`src/rtl/mem_port_arbiter.sv`:
```
`default_nettype none
// ============================================================================
// Module   : mem_port_arbiter
// Brief    : Shares one 64-bit memory port between instruction fetch and the
//            load/store unit; one fixed-latency transaction in flight at a time.
// Revision : 1.0
// ============================================================================
module mem_port_arbiter #(
    parameter int ADDR_W     = 25,
    parameter int MEM_LAT    = 2,
    parameter int STARVE_MAX = 3
) (
    input  logic              clk,
    input  logic              reset,
    input  logic              if_req_i,
    input  logic [ADDR_W-1:0] if_addr_i,
    input  logic              if_flush_i,
    output logic              if_gnt_o,
    output logic              if_rvalid_o,
    output logic [63:0]       if_rdata_o,
    input  logic              ls_req_i,
    input  logic              ls_we_i,
    input  logic [ADDR_W-1:0] ls_addr_i,
    input  logic [31:0]       ls_wdata_i,
    input  logic [3:0]        ls_be_i,
    output logic              ls_gnt_o,
    output logic              ls_rvalid_o,
    output logic [31:0]       ls_rdata_o,
    output logic              mem_req_o,
    output logic              mem_we_o,
    output logic [ADDR_W-1:0] mem_addr_o,
    output logic [63:0]       mem_wdata_o,
    output logic [7:0]        mem_be_o,
    input  logic [63:0]       mem_rdata_i
);

    typedef enum logic [0:0] {
        IDLE = 1'b0,
        BUSY = 1'b1
    } state_t;

    localparam logic [2:0] C_LAT = 3'(MEM_LAT);
    localparam int C_SW = (STARVE_MAX < 1) ? 1 : $clog2(STARVE_MAX + 1);
    localparam logic [C_SW-1:0] C_STARVE_MAX = C_SW'(STARVE_MAX);

    state_t            r_state;
    logic [2:0]        r_cnt;
    logic              r_owner_ls;
    logic              r_we;
    logic              r_flush_pending;
    logic [ADDR_W-1:0] r_addr;
    logic [31:0]       r_wdata;
    logic [3:0]        r_be;
    logic [C_SW-1:0]   r_starve;

    logic w_slot;
    logic w_ls_pri;
    logic w_if_gnt;
    logic w_ls_gnt;
    logic w_gnt;
    logic w_resp;

    // The response cycle doubles as an arbitration slot so back-to-back
    // transactions run at one per MEM_LAT cycles.
    assign w_slot   = !reset && ((r_state == IDLE) || (r_cnt == 3'd1));
    assign w_ls_pri = ls_req_i && (r_starve < C_STARVE_MAX);
    assign w_if_gnt = w_slot && if_req_i && !w_ls_pri;
    assign w_ls_gnt = w_slot && ls_req_i && (w_ls_pri || !if_req_i);
    assign w_gnt    = w_if_gnt || w_ls_gnt;
    assign w_resp   = !reset && (r_state == BUSY) && (r_cnt == 3'd1);

    assign if_gnt_o  = w_if_gnt;
    assign ls_gnt_o  = w_ls_gnt;
    assign mem_req_o = w_gnt;

    assign if_rvalid_o = w_resp && !r_owner_ls && !(r_flush_pending || if_flush_i);
    assign if_rdata_o  = if_rvalid_o ? mem_rdata_i : 64'h0;
    assign ls_rvalid_o = w_resp && r_owner_ls;
    assign ls_rdata_o  = (ls_rvalid_o && !r_we) ? mem_rdata_i[31:0] : 32'h0;

    // A new grant drives the port directly; otherwise the latched transaction
    // is held until its response cycle.
    always_comb begin
        mem_we_o    = 1'b0;
        mem_addr_o  = '0;
        mem_wdata_o = 64'h0;
        mem_be_o    = 8'h0;
        if (w_ls_gnt) begin
            mem_we_o    = ls_we_i;
            mem_addr_o  = ls_addr_i;
            mem_wdata_o = {32'h0, ls_wdata_i};
            mem_be_o    = {4'h0, ls_be_i};
        end else if (w_if_gnt) begin
            mem_addr_o  = if_addr_i;
        end else if (r_state == BUSY) begin
            mem_we_o    = r_we;
            mem_addr_o  = r_addr;
            mem_wdata_o = {32'h0, r_wdata};
            mem_be_o    = {4'h0, r_be};
        end
    end

    always_ff @(posedge clk) begin
        if (reset) begin
            r_state         <= IDLE;
            r_cnt           <= 3'd0;
            r_owner_ls      <= 1'b0;
            r_we            <= 1'b0;
            r_flush_pending <= 1'b0;
            r_addr          <= '0;
            r_wdata         <= 32'h0;
            r_be            <= 4'h0;
            r_starve        <= '0;
        end else begin
            if (w_slot) begin
                if (!if_req_i || w_if_gnt) begin
                    r_starve <= '0;
                end else if (w_ls_gnt && (r_starve != C_STARVE_MAX)) begin
                    r_starve <= r_starve + 1'b1;
                end
            end

            if (w_gnt) begin
                r_state    <= BUSY;
                r_cnt      <= C_LAT;
                r_owner_ls <= w_ls_gnt;
                r_we       <= w_ls_gnt && ls_we_i;
                r_addr     <= w_ls_gnt ? ls_addr_i : if_addr_i;
                r_wdata    <= w_ls_gnt ? ls_wdata_i : 32'h0;
                r_be       <= w_ls_gnt ? ls_be_i : 4'h0;
            end else if (r_state == BUSY) begin
                if (r_cnt == 3'd1) begin
                    r_state <= IDLE;
                    r_cnt   <= 3'd0;
                end else begin
                    r_cnt   <= r_cnt - 3'd1;
                end
            end

            // A flush landing on the grant cycle of a new fetch belongs to it.
            if (w_if_gnt) begin
                r_flush_pending <= if_flush_i;
            end else if (w_resp) begin
                r_flush_pending <= 1'b0;
            end else if ((r_state == BUSY) && !r_owner_ls && if_flush_i) begin
                r_flush_pending <= 1'b1;
            end
        end
    end

endmodule
`default_nettype wire

```
`config.mk`:
```
export PLATFORM = sky130hd
export DESIGN_NAME = mem_port_arbiter
export DESIGN_NICKNAME = d
export VERILOG_FILES = /design/src/rtl/mem_port_arbiter.sv
export SDC_FILE = /design/constraint.sdc
export NUM_CORES = 1
export LEC_CHECK = 0
export ABC_AREA = 1
export ABC_CLOCK_PERIOD_IN_PS = 4950
export CORE_AREA = 2 2 139 141
export CTS_BUF_LIST = sky130_fd_sc_hd__clkbuf_2
export DETAILED_ROUTE_END_ITERATION = 6
export DIE_AREA = 0 0 141 143
export PLACE_DENSITY = 0.59
export SETUP_SLACK_MARGIN = 0.5
export SYNTH_ARGS = -nofsm -noshare
export SYNTH_HDL_FRONTEND = slang
export SYNTH_SLANG_ARGS = --single-unit
```
`constraint.sdc`:
```
create_clock -name clk -period 4.95 [get_ports clk]
set_input_delay 0.7425 -clock clk [delete_from_list [all_inputs] [get_ports clk]]
set_output_delay 0.7425 -clock clk [all_outputs]
set_load 0.005 [all_outputs]
```
==> impl_metrics.env <==
export IMPL_run_status="complete, no violations"
export IMPL_rsz0062_at_grt="no"
export IMPL_i_o_pins=355
export IMPL_antenna_violations_before_repair=5
export IMPL_critPathSlowestCell="sky130_fd_sc_hd__clkdlybuf4s50_1"
export IMPL_setup_viol=0
export IMPL_number_of_vias_per_cell=4.26
export IMPL_cts_repair_resized=0
export IMPL_critical_path_max_stage_delay_ps=540
export IMPL_critPathKind="flop to output port"
export IMPL_synth_seq_area_share_pct=30.6
export IMPL_postCtsSetupBuffers=0
export IMPL_syn_cell_area_mm2=0.00458
export IMPL_wire_length_of_the_first_global_routing_pass_mm=26.7
export IMPL_width_of_the_chip_um=141
export IMPL_die_area_mm2=0.0202
export IMPL_share_of_final_layout_standard_cells_stronger_than_drive_strength_1_pct=3.64
export IMPL_hold_path_startpoint="r_wdata[22]"
export IMPL_post_route_period_util_pct=78.4
export IMPL_dr_total_vias=5579
export IMPL_clock_sink_count=70
export IMPL_post_route_worst_setup_slack_ps=1070
export IMPL_post_synth_inst_count=779
export IMPL_min_delay_worst_type="flop to flop"
export IMPL_critical_path_cell_chain="buf_4, nand2_2, nand2_2, inv_1, nand2_1, buf_4, nand3_1, o21ai_0, clkdlybuf4s50_1"
export IMPL_layout_area_overhead_vs_synth_pct=72.0
export IMPL_timing_reg2reg_worst_path_depth=8
export IMPL_post_dp_hpwl_mm=13.7
export IMPL_power_leakage_uw=0.00343
export IMPL_tritoncts_buffers=9
export IMPL_core_area_mm2=0.0186
export IMPL_rrSetupSlack_ps=2800
export IMPL_grt_use_total_pct=16.6
export IMPL_initial_utilization_pct=24.7
export IMPL_final_max_slew_viol_count=0
export IMPL_grt_overflow_total=0
export IMPL_placement_rows=50
export IMPL_cp_num_buf_inv=4
export IMPL_final_period_minus_worst_setup_slack_ps=3880
export IMPL_synth_lib_cells_used_distinct=24
export IMPL_die_height_um=143
export IMPL_critPathLaunchType="flop"
export IMPL_drt_antenna_violating_nets=0
export IMPL_worst_skew_pair_late_latency_ps=530
export IMPL_multiInputGateArea_mm2=0.00233
export IMPL_cts_root_to_sink_buffers=2
export IMPL_detail_route_first_pass_iterations=4
export IMPL_clk_root_buffer_cell="sky130_fd_sc_hd__clkbuf_2"
export IMPL_max_cap_viol_count=0
export IMPL_hold_viol_final=0
export IMPL_drt_initial_drc_count=211
export IMPL_end_kind="output port"
export IMPL_worst_slew_pin_slew_ps=1130
export IMPL_post_drt_wl_per_cell_um=13.6
export IMPL_yosys_warnings=0
export IMPL_postSynthRegisterBits=70
export IMPL_post_route_clock_skew_ps=55.0
export IMPL_vdd_ir_drop_max_mv=0.0953
export IMPL_postRouteWirelength_mm=17.9
export IMPL_worstHoldEndpoint="r_wdata[22]"
export IMPL_required_ps=4210
export IMPL_layout_nets=1225
export IMPL_timing_critical_path_max_delay_family="buffers and inverters"
export IMPL_clkSlewWorstSetupHoldPaths_ps=230
export IMPL_cp_data_arrival_time_ps=3140
export IMPL_grt_max_degree=68
export IMPL_fin_tns_setup_ps=0
export IMPL_syn_avg_cell_area_um2=5.88
export IMPL_tritoncts_clock_tree="built"
export IMPL_crit_reg2reg_launch="r_state"
export IMPL_gpl_final_weighted_congestion=0.787
export IMPL_remaining_drc_errors=0
export IMPL_pre_cts_ws_ps=1240
export IMPL_timing_critical_path_fanout_max=39
export IMPL_power_per_cell_area_mw_per_mm2=169
export IMPL_final_fill_count=2026
export IMPL_layout_area_seq_mm2=0.00140
export IMPL_htreeDepth=3
export IMPL_portBuffers=318
export IMPL_fmax_mhz=258
export IMPL_vias_in_the_first_global_route=5075
export IMPL_hold_path_cell_count=2
export IMPL_critical_path_reg2reg_endpoint="r_wdata[3]"
export IMPL_cts_hold_buffers_added=0
export IMPL_timing_slew_headroom_pct=24.7
-- worst register-to-register path, stage by stage (launching register included) --
cell                      delay [ps]
sky130_fd_sc_hd__dfxtp_1         350
sky130_fd_sc_hd__buf_4           340
sky130_fd_sc_hd__nand2_2         330
sky130_fd_sc_hd__nand2_2         210
sky130_fd_sc_hd__inv_1            50
sky130_fd_sc_hd__nand2_1          50
sky130_fd_sc_hd__buf_4           360
sky130_fd_sc_hd__nand3_1         200
sky130_fd_sc_hd__a21oi_1         220
-- synthesized netlist by cell type --
master | instances | area [um^2]
sky130_fd_sc_hd__buf_1 | 6 | 22.5
sky130_fd_sc_hd__a21oi_4 | 1 | 16.3
sky130_fd_sc_hd__a21boi_2 | 1 | 11.3
sky130_fd_sc_hd__dfxtp_1 | 70 | 1400
sky130_fd_sc_hd__o21ai_0 | 36 | 180
sky130_fd_sc_hd__nand3_1 | 43 | 215
sky130_fd_sc_hd__inv_1 | 125 | 469
sky130_fd_sc_hd__nand2_2 | 2 | 12.5
sky130_fd_sc_hd__a21oi_1 | 40 | 200
sky130_fd_sc_hd__o22ai_1 | 1 | 6.26
sky130_fd_sc_hd__inv_2 | 4 | 15.0
sky130_fd_sc_hd__o21ai_1 | 4 | 20.0
sky130_fd_sc_hd__clkbuf_1 | 30 | 113
sky130_fd_sc_hd__conb_1 | 1 | 3.75
sky130_fd_sc_hd__buf_4 | 43 | 323
sky130_fd_sc_hd__nand3_2 | 1 | 10.0
sky130_fd_sc_hd__a31oi_1 | 1 | 6.26
sky130_fd_sc_hd__nor2_1 | 178 | 668
sky130_fd_sc_hd__buf_2 | 10 | 50.1
sky130_fd_sc_hd__nand4_1 | 50 | 313
sky130_fd_sc_hd__a211oi_1 | 1 | 7.51
sky130_fd_sc_hd__nor3_1 | 2 | 10.0
sky130_fd_sc_hd__ha_1 | 3 | 37.5
sky130_fd_sc_hd__nand2_1 | 126 | 473
-- metrics by stage --
stage               area (um^2)  std cells  total power (uW)  utilization, %  hold slack (ps)
finish                     7890       1309              1330            42.4              499
global route               7880       1307              1420            42.4              524
CTS                        7880       1305              1360            42.4              505
detailed placement         7770       1289              1040            41.8              478
global placement           7770       1289              1040            41.8              474
floorplan                  4720        814               823               -              457
-- state kept, by name, indices dropped and copies added, names as in the netlist --
register,count
r_wdata,32
r_addr,25
r_be,4
r_cnt,3
r_starve,2
r_flush_pending,1
r_owner_ls,1
r_state,1
r_we,1
-- logic make-up (layout without fill, tap and decap cells) --
| kind of cell | Yosys count | count (layout) | synth area share, % |
|---|---|---|---|
| simple gates | 402 | 402 | 37.1 |
| buf+inv | 218 | 475 | 21.6 |
| compound gates | 85 | 85 | 9.77 |
| flops | 70 | 70 | 30.6 |
| fa+ha+maj | 3 | 3 | 0.819 |
| other cells | 1 | 40 | 0.0818 |
-- where the power goes --
part,total [uW],internal [uW],switching [uW]
Sequential,605,597,8.72
Combinational,425,226,199
Clock,305,73.1,232
-- per-layer routing --
metal | share of wire, % | vias to the layer above | GRT usage (%)
met2 | 50 | 180 | 30.0
met1 | 42 | 2462 | 18.9
met5 | 0.073 | - | 0
met4 | 1.5 | 2 | 5.47
li1 | - | 2915 | -
met3 | 6.1 | 20 | 4.59
-- worst max-delay path by stage --
stage / start / endpoint / slack (ps) / depth (start not counted)
2_1_floorplan: reset / mem_addr_o[10] / 2490 / 9
3_3_place_gp: ls_req_i / mem_wdata_o[11] / 1270 / 8
3_5_place_dp: ls_req_i / mem_wdata_o[11] / 1240 / 8
4_1_cts: r_state / mem_we_o / 950 / 9
5_1_grt: r_state / mem_we_o / 720 / 9
6_report: r_state / mem_we_o / 1070 / 9
-- cell usage in the layout (no fill, tap or decap), types with 12 or more instances in the layout --
cell and count:
sky130_fd_sc_hd__a21oi_1 39, sky130_fd_sc_hd__nor2_1 178, sky130_fd_sc_hd__o21ai_0 36, sky130_fd_sc_hd__dfxtp_1 70, sky130_fd_sc_hd__nand4_1 50, sky130_fd_sc_hd__conb_1 36
sky130_fd_sc_hd__inv_1 125, sky130_fd_sc_hd__buf_4 12, sky130_fd_sc_hd__nand3_1 43, sky130_fd_sc_hd__nand2_1 126, sky130_fd_sc_hd__clkdlybuf4s50_1 317
-- area by class of cell --
cell class / count / area share [%]
clock inverter: 7 / 0.730
inverter: 129 / 6.14
antenna: 4 / 0.127
tap: 234 / 3.71
multi-input combinational: 526 / 29.5
clock buffer: 9 / 0.571
sequential: 70 / 17.8
timing repair buffer: 330 / 41.4
(Power assumes the default switching activity.)
